<file path="src/rtl/reset_sequencer_pkg.sv">
// reset_sequencer_pkg: shared FSM state and reset-cause encodings for the reset sequencer.
package reset_sequencer_pkg;
  typedef enum logic [1:0] {ST_SYNC, ST_HOLD, ST_RELEASE, ST_RUN} state_e;
  localparam logic [1:0] CAUSE_POR = 2'b00;
  localparam logic [1:0] CAUSE_SW  = 2'b01;
  localparam logic [1:0] CAUSE_WDT = 2'b10;
endpackage

</file>
<file path="src/rtl/reset_sequencer_sync.sv">
// reset_sync: SYNC_STAGES-deep deassertion synchroniser with async active-low clear.
module reset_sync #(
  parameter int SYNC_STAGES = 2
) (
  input  logic i_clk,
  input  logic i_rst_n,
  output logic o_sync,
  output logic o_sync_next
);
  logic [SYNC_STAGES-1:0] chain_q, chain_d;
  if (SYNC_STAGES < 2 || SYNC_STAGES > 8) begin : g_bad_stages
    $error("reset_sync: SYNC_STAGES out of range 2..8");
  end
  always_comb chain_d = {chain_q[SYNC_STAGES-2:0], 1'b1};
  always_ff @(posedge i_clk or negedge i_rst_n)
    if (!i_rst_n) chain_q <= '0;
    else chain_q <= chain_d;
  // o_sync_next is high on the edge where the last stage turns high
  assign o_sync      = chain_q[SYNC_STAGES-1];
  assign o_sync_next = chain_d[SYNC_STAGES-1];
endmodule

</file>
<file path="src/rtl/reset_sequencer.sv">
// reset_sequencer: staged multi-domain reset release with POR/SW causes;
// define RESET_SEQ_WDT_EN to add the i_wdt_bite watchdog reset input.
module reset_sequencer
  import reset_sequencer_pkg::*;
#(
  parameter int NUM_DOMAINS = 3,
  parameter int SYNC_STAGES = 2,
  parameter int HOLD_CYCLES = 4,
  parameter int GAP_CYCLES  = 2
) (
  input  logic                   i_clk,
  input  logic                   i_rst_n,
  input  logic                   i_sw_rst_req,
`ifdef RESET_SEQ_WDT_EN
  input  logic                   i_wdt_bite,
`endif
  output logic [NUM_DOMAINS-1:0] o_rst_n,
  output logic                   o_rst_done,
  output logic [1:0]             o_rst_cause
);
  localparam int CNT_MAX = HOLD_CYCLES > GAP_CYCLES ? HOLD_CYCLES : GAP_CYCLES;
  localparam int CW = $clog2(CNT_MAX + 1);
  localparam logic [CW-1:0] HOLD_LAST = CW'(HOLD_CYCLES - 1);
  localparam logic [CW-1:0] GAP_LAST = GAP_CYCLES == 0 ? '0 : CW'(GAP_CYCLES - 1);
  localparam bit ALL_AT_ONCE = GAP_CYCLES == 0 || NUM_DOMAINS == 1;
  if (NUM_DOMAINS < 1 || NUM_DOMAINS > 16) begin : g_bad_nd
    $error("reset_sequencer: NUM_DOMAINS out of range 1..16");
  end
  if (HOLD_CYCLES < 1 || HOLD_CYCLES > 255) begin : g_bad_hold
    $error("reset_sequencer: HOLD_CYCLES out of range 1..255");
  end
  if (GAP_CYCLES < 0 || GAP_CYCLES > 255) begin : g_bad_gap
    $error("reset_sequencer: GAP_CYCLES out of range 0..255");
  end
  state_e                 state_q, state_d;
  logic [CW-1:0]          cnt_q, cnt_d;
  logic [NUM_DOMAINS-1:0] rst_n_q, rst_n_d;
  logic                   done_q, done_d;
  logic [1:0]             cause_q, cause_d;
  logic                   sync, sync_next, wdt;
`ifdef RESET_SEQ_WDT_EN
  assign wdt = i_wdt_bite;
`else
  assign wdt = 1'b0;
`endif
  reset_sync #(.SYNC_STAGES(SYNC_STAGES)) u_sync (
    .i_clk      (i_clk),
    .i_rst_n    (i_rst_n),
    .o_sync     (sync),
    .o_sync_next(sync_next)
  );
  always_comb begin
    state_d = state_q;
    cnt_d   = cnt_q;
    rst_n_d = rst_n_q;
    cause_d = cause_q;
    case (state_q)
      ST_SYNC: state_d = sync_next || sync ? ST_HOLD : ST_SYNC;
      ST_HOLD:
        if (cnt_q == HOLD_LAST) begin
          cnt_d   = '0;
          rst_n_d = ALL_AT_ONCE ? '1 : NUM_DOMAINS'(1);
          state_d = ALL_AT_ONCE ? ST_RUN : ST_RELEASE;
        end else cnt_d = cnt_q + 1'b1;
      ST_RELEASE:
        if (cnt_q == GAP_LAST) begin
          cnt_d   = '0;
          rst_n_d = (rst_n_q << 1) | NUM_DOMAINS'(1);
          state_d = &rst_n_d ? ST_RUN : ST_RELEASE;
        end else cnt_d = cnt_q + 1'b1;
      default:
        if (wdt || i_sw_rst_req) begin
          cnt_d   = '0;
          rst_n_d = '0;
          cause_d = wdt ? CAUSE_WDT : CAUSE_SW;
          state_d = ST_HOLD;
        end
    endcase
    done_d = state_d == ST_RUN;
  end
  always_ff @(posedge i_clk or negedge i_rst_n)
    if (!i_rst_n) begin
      state_q <= ST_SYNC;
      cnt_q   <= '0;
      rst_n_q <= '0;
      done_q  <= 1'b0;
      cause_q <= CAUSE_POR;
    end else begin
      state_q <= state_d;
      cnt_q   <= cnt_d;
      rst_n_q <= rst_n_d;
      done_q  <= done_d;
      cause_q <= cause_d;
    end
  assign o_rst_n     = rst_n_q;
  assign o_rst_done  = done_q;
  assign o_rst_cause = cause_q;
endmodule

</file>
<file path="config.mk">
export PLATFORM = sky130hd
export DESIGN_NAME = reset_sequencer
export DESIGN_NICKNAME = d
export VERILOG_FILES = /design/src/rtl/reset_sequencer_pkg.sv /design/src/rtl/reset_sequencer_sync.sv /design/src/rtl/reset_sequencer.sv
export SDC_FILE = /design/constraint.sdc
export NUM_CORES = 1
export LEC_CHECK = 0
export CAP_MARGIN = 0
export CORE_ASPECT_RATIO = 1.75
export CORE_UTILIZATION = 25
export CTS_CLUSTER_DIAMETER = 200
export DETAILED_ROUTE_END_ITERATION = 10
export PLACE_DENSITY = 0.4
export SYNTH_ARGS = -nofsm -noshare
export SYNTH_HDL_FRONTEND = slang
export SYNTH_SLANG_ARGS = --single-unit
</file>
<file path="constraint.sdc">
create_clock -name i_clk -period 2 [get_ports i_clk]
set_input_delay 0.3 -clock i_clk [delete_from_list [all_inputs] [get_ports i_clk]]
set_output_delay 0.3 -clock i_clk [all_outputs]
set_load 0.01 [all_outputs]
</file>
==> results.cfg <==
[cts]
cts_tree = yes
clkTransAtPathRegs_ns = 0.05
htree_levels = 1
insertion_delay_ns = 0.24
cts.path.max_buffers = 2
cts.root.buffer_cell = clkbuf_8
cts_hold_buf = 0
ctsResizeCount = 0
clock_sinks = 12
postCtsSetupBuffers = 0
cts_buffers = 3

[floorplan]
die_height_um = 73.64
initial_core_util = 0.2664
die_x_um = 42.94
io_pins = 9
rows = 25
die_area_mm2 = 0.003162
coreArea_mm2 = 0.002753

[critical_path]
cp_top_family = adder cells
crit_fanout = 5
crit_required_ns = 2.12
start_kind = register
endpoint_kind = register
arrival_ns = 1.80
slowest_delay_ns = 0.42
crit_buf_inv = 0
slowest_stage = dfrtp_1
path_common_cell = ha_1
crit_chain = ha_1 -> ha_1 -> nor2b_1 -> a21oi_2 -> nand2b_4 -> mux2_4
crit_type = reg2reg

[min_path]
hp-class = reg2reg

[drt]
dr.pass1.iters = 2
drc = 0
num_vias = 505
drt-total-wl_mm = 1.514
routedWlPerCell_um = 14.28
ant_nets = 0
drt_iter0_drc = 6
via_per_inst = 4.764

[synthesis]
syn_nets = 80
async_flop_share = 1.000
ys_top_cells_by_area = dfrtp_1 41%, ha_1 17%, inv_1 4.1%
syn-cell-area_um2 = 733.2
synth.distinct_cells = 29
synth_top_area_share = 0.4096
synth_edf_count = 0
ys.flop_type = dfrtp_1
yosysMostFrequentCell = dfrtp_1
ys_ff_latch = 12
synth_top_area_cell = dfrtp_1
synth_commonest_cells = 12 x dfrtp_1, 10 x ha_1, 8 x inv_1
postSynthCellCount = 67
syn_area_per_cell_um2 = 10.94
seq_area_frac_synth = 0.4096
yosys_warnings = 0

[timing]
fmax_mhz = 598.0
timing_max_transition_violations_final = 0
rsz0062_at_grt = no
period_minus_slack_ns = 1.672
relSlewSlack = 0.6179
worst_pin_slew_ns = 0.5713
final.setup.tns_ns = 0
fin_skew_ns = 0.003669
hold_viol_final = 0
setup_viol = 0
period_share = 0.8361

[global_routing]
gr-usage-all-layers = 0.1101
grt_max_degree = 13
overflow = 0
antenna_found_initial = 0
grt_pass1_vias = 510
grt_pass1_wl_mm = 2.408

[finish]
antenna_cells = 0
area_delta_synth_final_pct = 21.84
drive_gt1_frac = 0.2025
fin_nets = 94
fin_area_um2 = 893.4

[power_and_ir_drop]
p_int_uw = 776.7
swShare = 0.3765
power_frac_comb = 0.529
seqPwrFrac = 0.294
ir_drop_uv = 477.2
cellPowerDensity_mw_per_mm2 = 1394
leakage_uw = 0.0004121
p_clk_frac = 0.177
switching_power_uw = 469.1

[place]
gp_congestion = 0.7436
io_buffers = 7
placed_area_um2 = 852.1
dpl.hpwl_mm = 1.198

[flow_run]
max_cap_viol_count = 0

[run_status]
status = finished clean
worst register-to-register path: cells and delay by family, from the launching register on:
kind | cells | cell delay (ns)
muxes | 1 | 0.29
adders and majority gates | 2 | 0.43
DFF | 1 | 0.42
AOI/OAI and AO/OA | 1 | 0.09
and+or+nand+nor | 2 | 0.32
final cells by class:
cell class / instances / area, um^2
clock buffer: 3 / 41.29
fill: 288 / 1859
inverter: 10 / 37.54
multi-input combinational: 44 / 387.9
sequential: 12 / 300.3
tap: 27 / 33.78
timing repair buffer: 10 / 92.59
logic make-up after synthesis:
family	after synthesis	share of synthesized area
flip-flops	12	0.4096
AO/OA/AOI/OAI	15	0.1655
buffers and inverters	11	0.06144
adder cells (fa/ha/maj)	10	0.1706
multiplexers	4	0.06313
other	2	0.01024
AND/OR/NAND/NOR	13	0.1195
registers in the layout, summed over array words and instances, names as in the netlist:
name            count
o_rst_done          1
state_q             2
o_rst_n             3
u_sync.chain_q      2
cnt_q               3
o_rst_cause         1
through the flow:
stage / util / setup slack, ns / std cells / hold slack, ns / power (uW)
finish: 0.3245 / 0.3279 / 106 / 0.3907 / 1246
global route: 0.3245 / 0.2296 / 106 / 0.4003 / 1337
floorplan: - / 0.2530 / 67 / 0.004409 / 819.9
global placement: 0.3095 / 0.3014 / 103 / 0.3742 / 1045
detailed placement: 0.3095 / 0.2874 / 103 / 0.3759 / 1038
CTS: 0.3245 / 0.3116 / 106 / 0.3870 / 1264
cells in the final DEF, fill, tap and decap left out, types with 3 or more instances in the layout:
cell type,netlist,routed
dfrtp_1,12,12
clkdlybuf4s50_1,0,7
buf_4,1,3
clkbuf_8,0,3
inv_1,8,8
ha_1,10,10
nand2_1,4,4
path summary, 6_finish.rpt:
kind,start,end,slack (ns),cells past startpoint
min in group asynchronous,i_rst_n,o_rst_cause[0]$_DFFE_PN0P_,0.43,1
hold / removal,u_sync.chain_q[0]$_DFF_PN0_,u_sync.chain_q[1]$_DFF_PN0_,0.39,0
hold reg to reg,u_sync.chain_q[0]$_DFF_PN0_,u_sync.chain_q[1]$_DFF_PN0_,0.39,0
setup / recovery,cnt_q[0]$_DFFE_PN0P_,o_rst_n[0]$_DFFE_PN0P_,0.33,6
setup reg to reg,cnt_q[0]$_DFFE_PN0P_,o_rst_n[0]$_DFFE_PN0P_,0.33,6
max in group asynchronous,i_rst_n,o_rst_n[2]$_DFFE_PN0P_,1.20,1
power by group through the flow:
| stage | combinational [uW] | clock, uW | sequential (uW) |
|---|---|---|---|
| finish | 659 | 220 | 367 |
| global route | 721 | 237 | 380 |
| CTS | 667 | 226 | 370 |
| detailed placement | 665 | 0 | 374 |
| global placement | 670 | 0 | 375 |
| floorplan | 439 | 0 | 381 |
metal layers:
| layer | track usage | vias up | wire [um] |
|---|---|---|---|
| met4 | 0.07071 | 0 | 41 |
| met2 | 0.2020 | 8 | 882 |
| met5 | 0 | - | 0 |
| met1 | 0.1086 | 246 | 563 |
| li1 | - | 246 | - |
| met3 | 0.02211 | 5 | 27 |
Power figures use the tool's default switching activity.
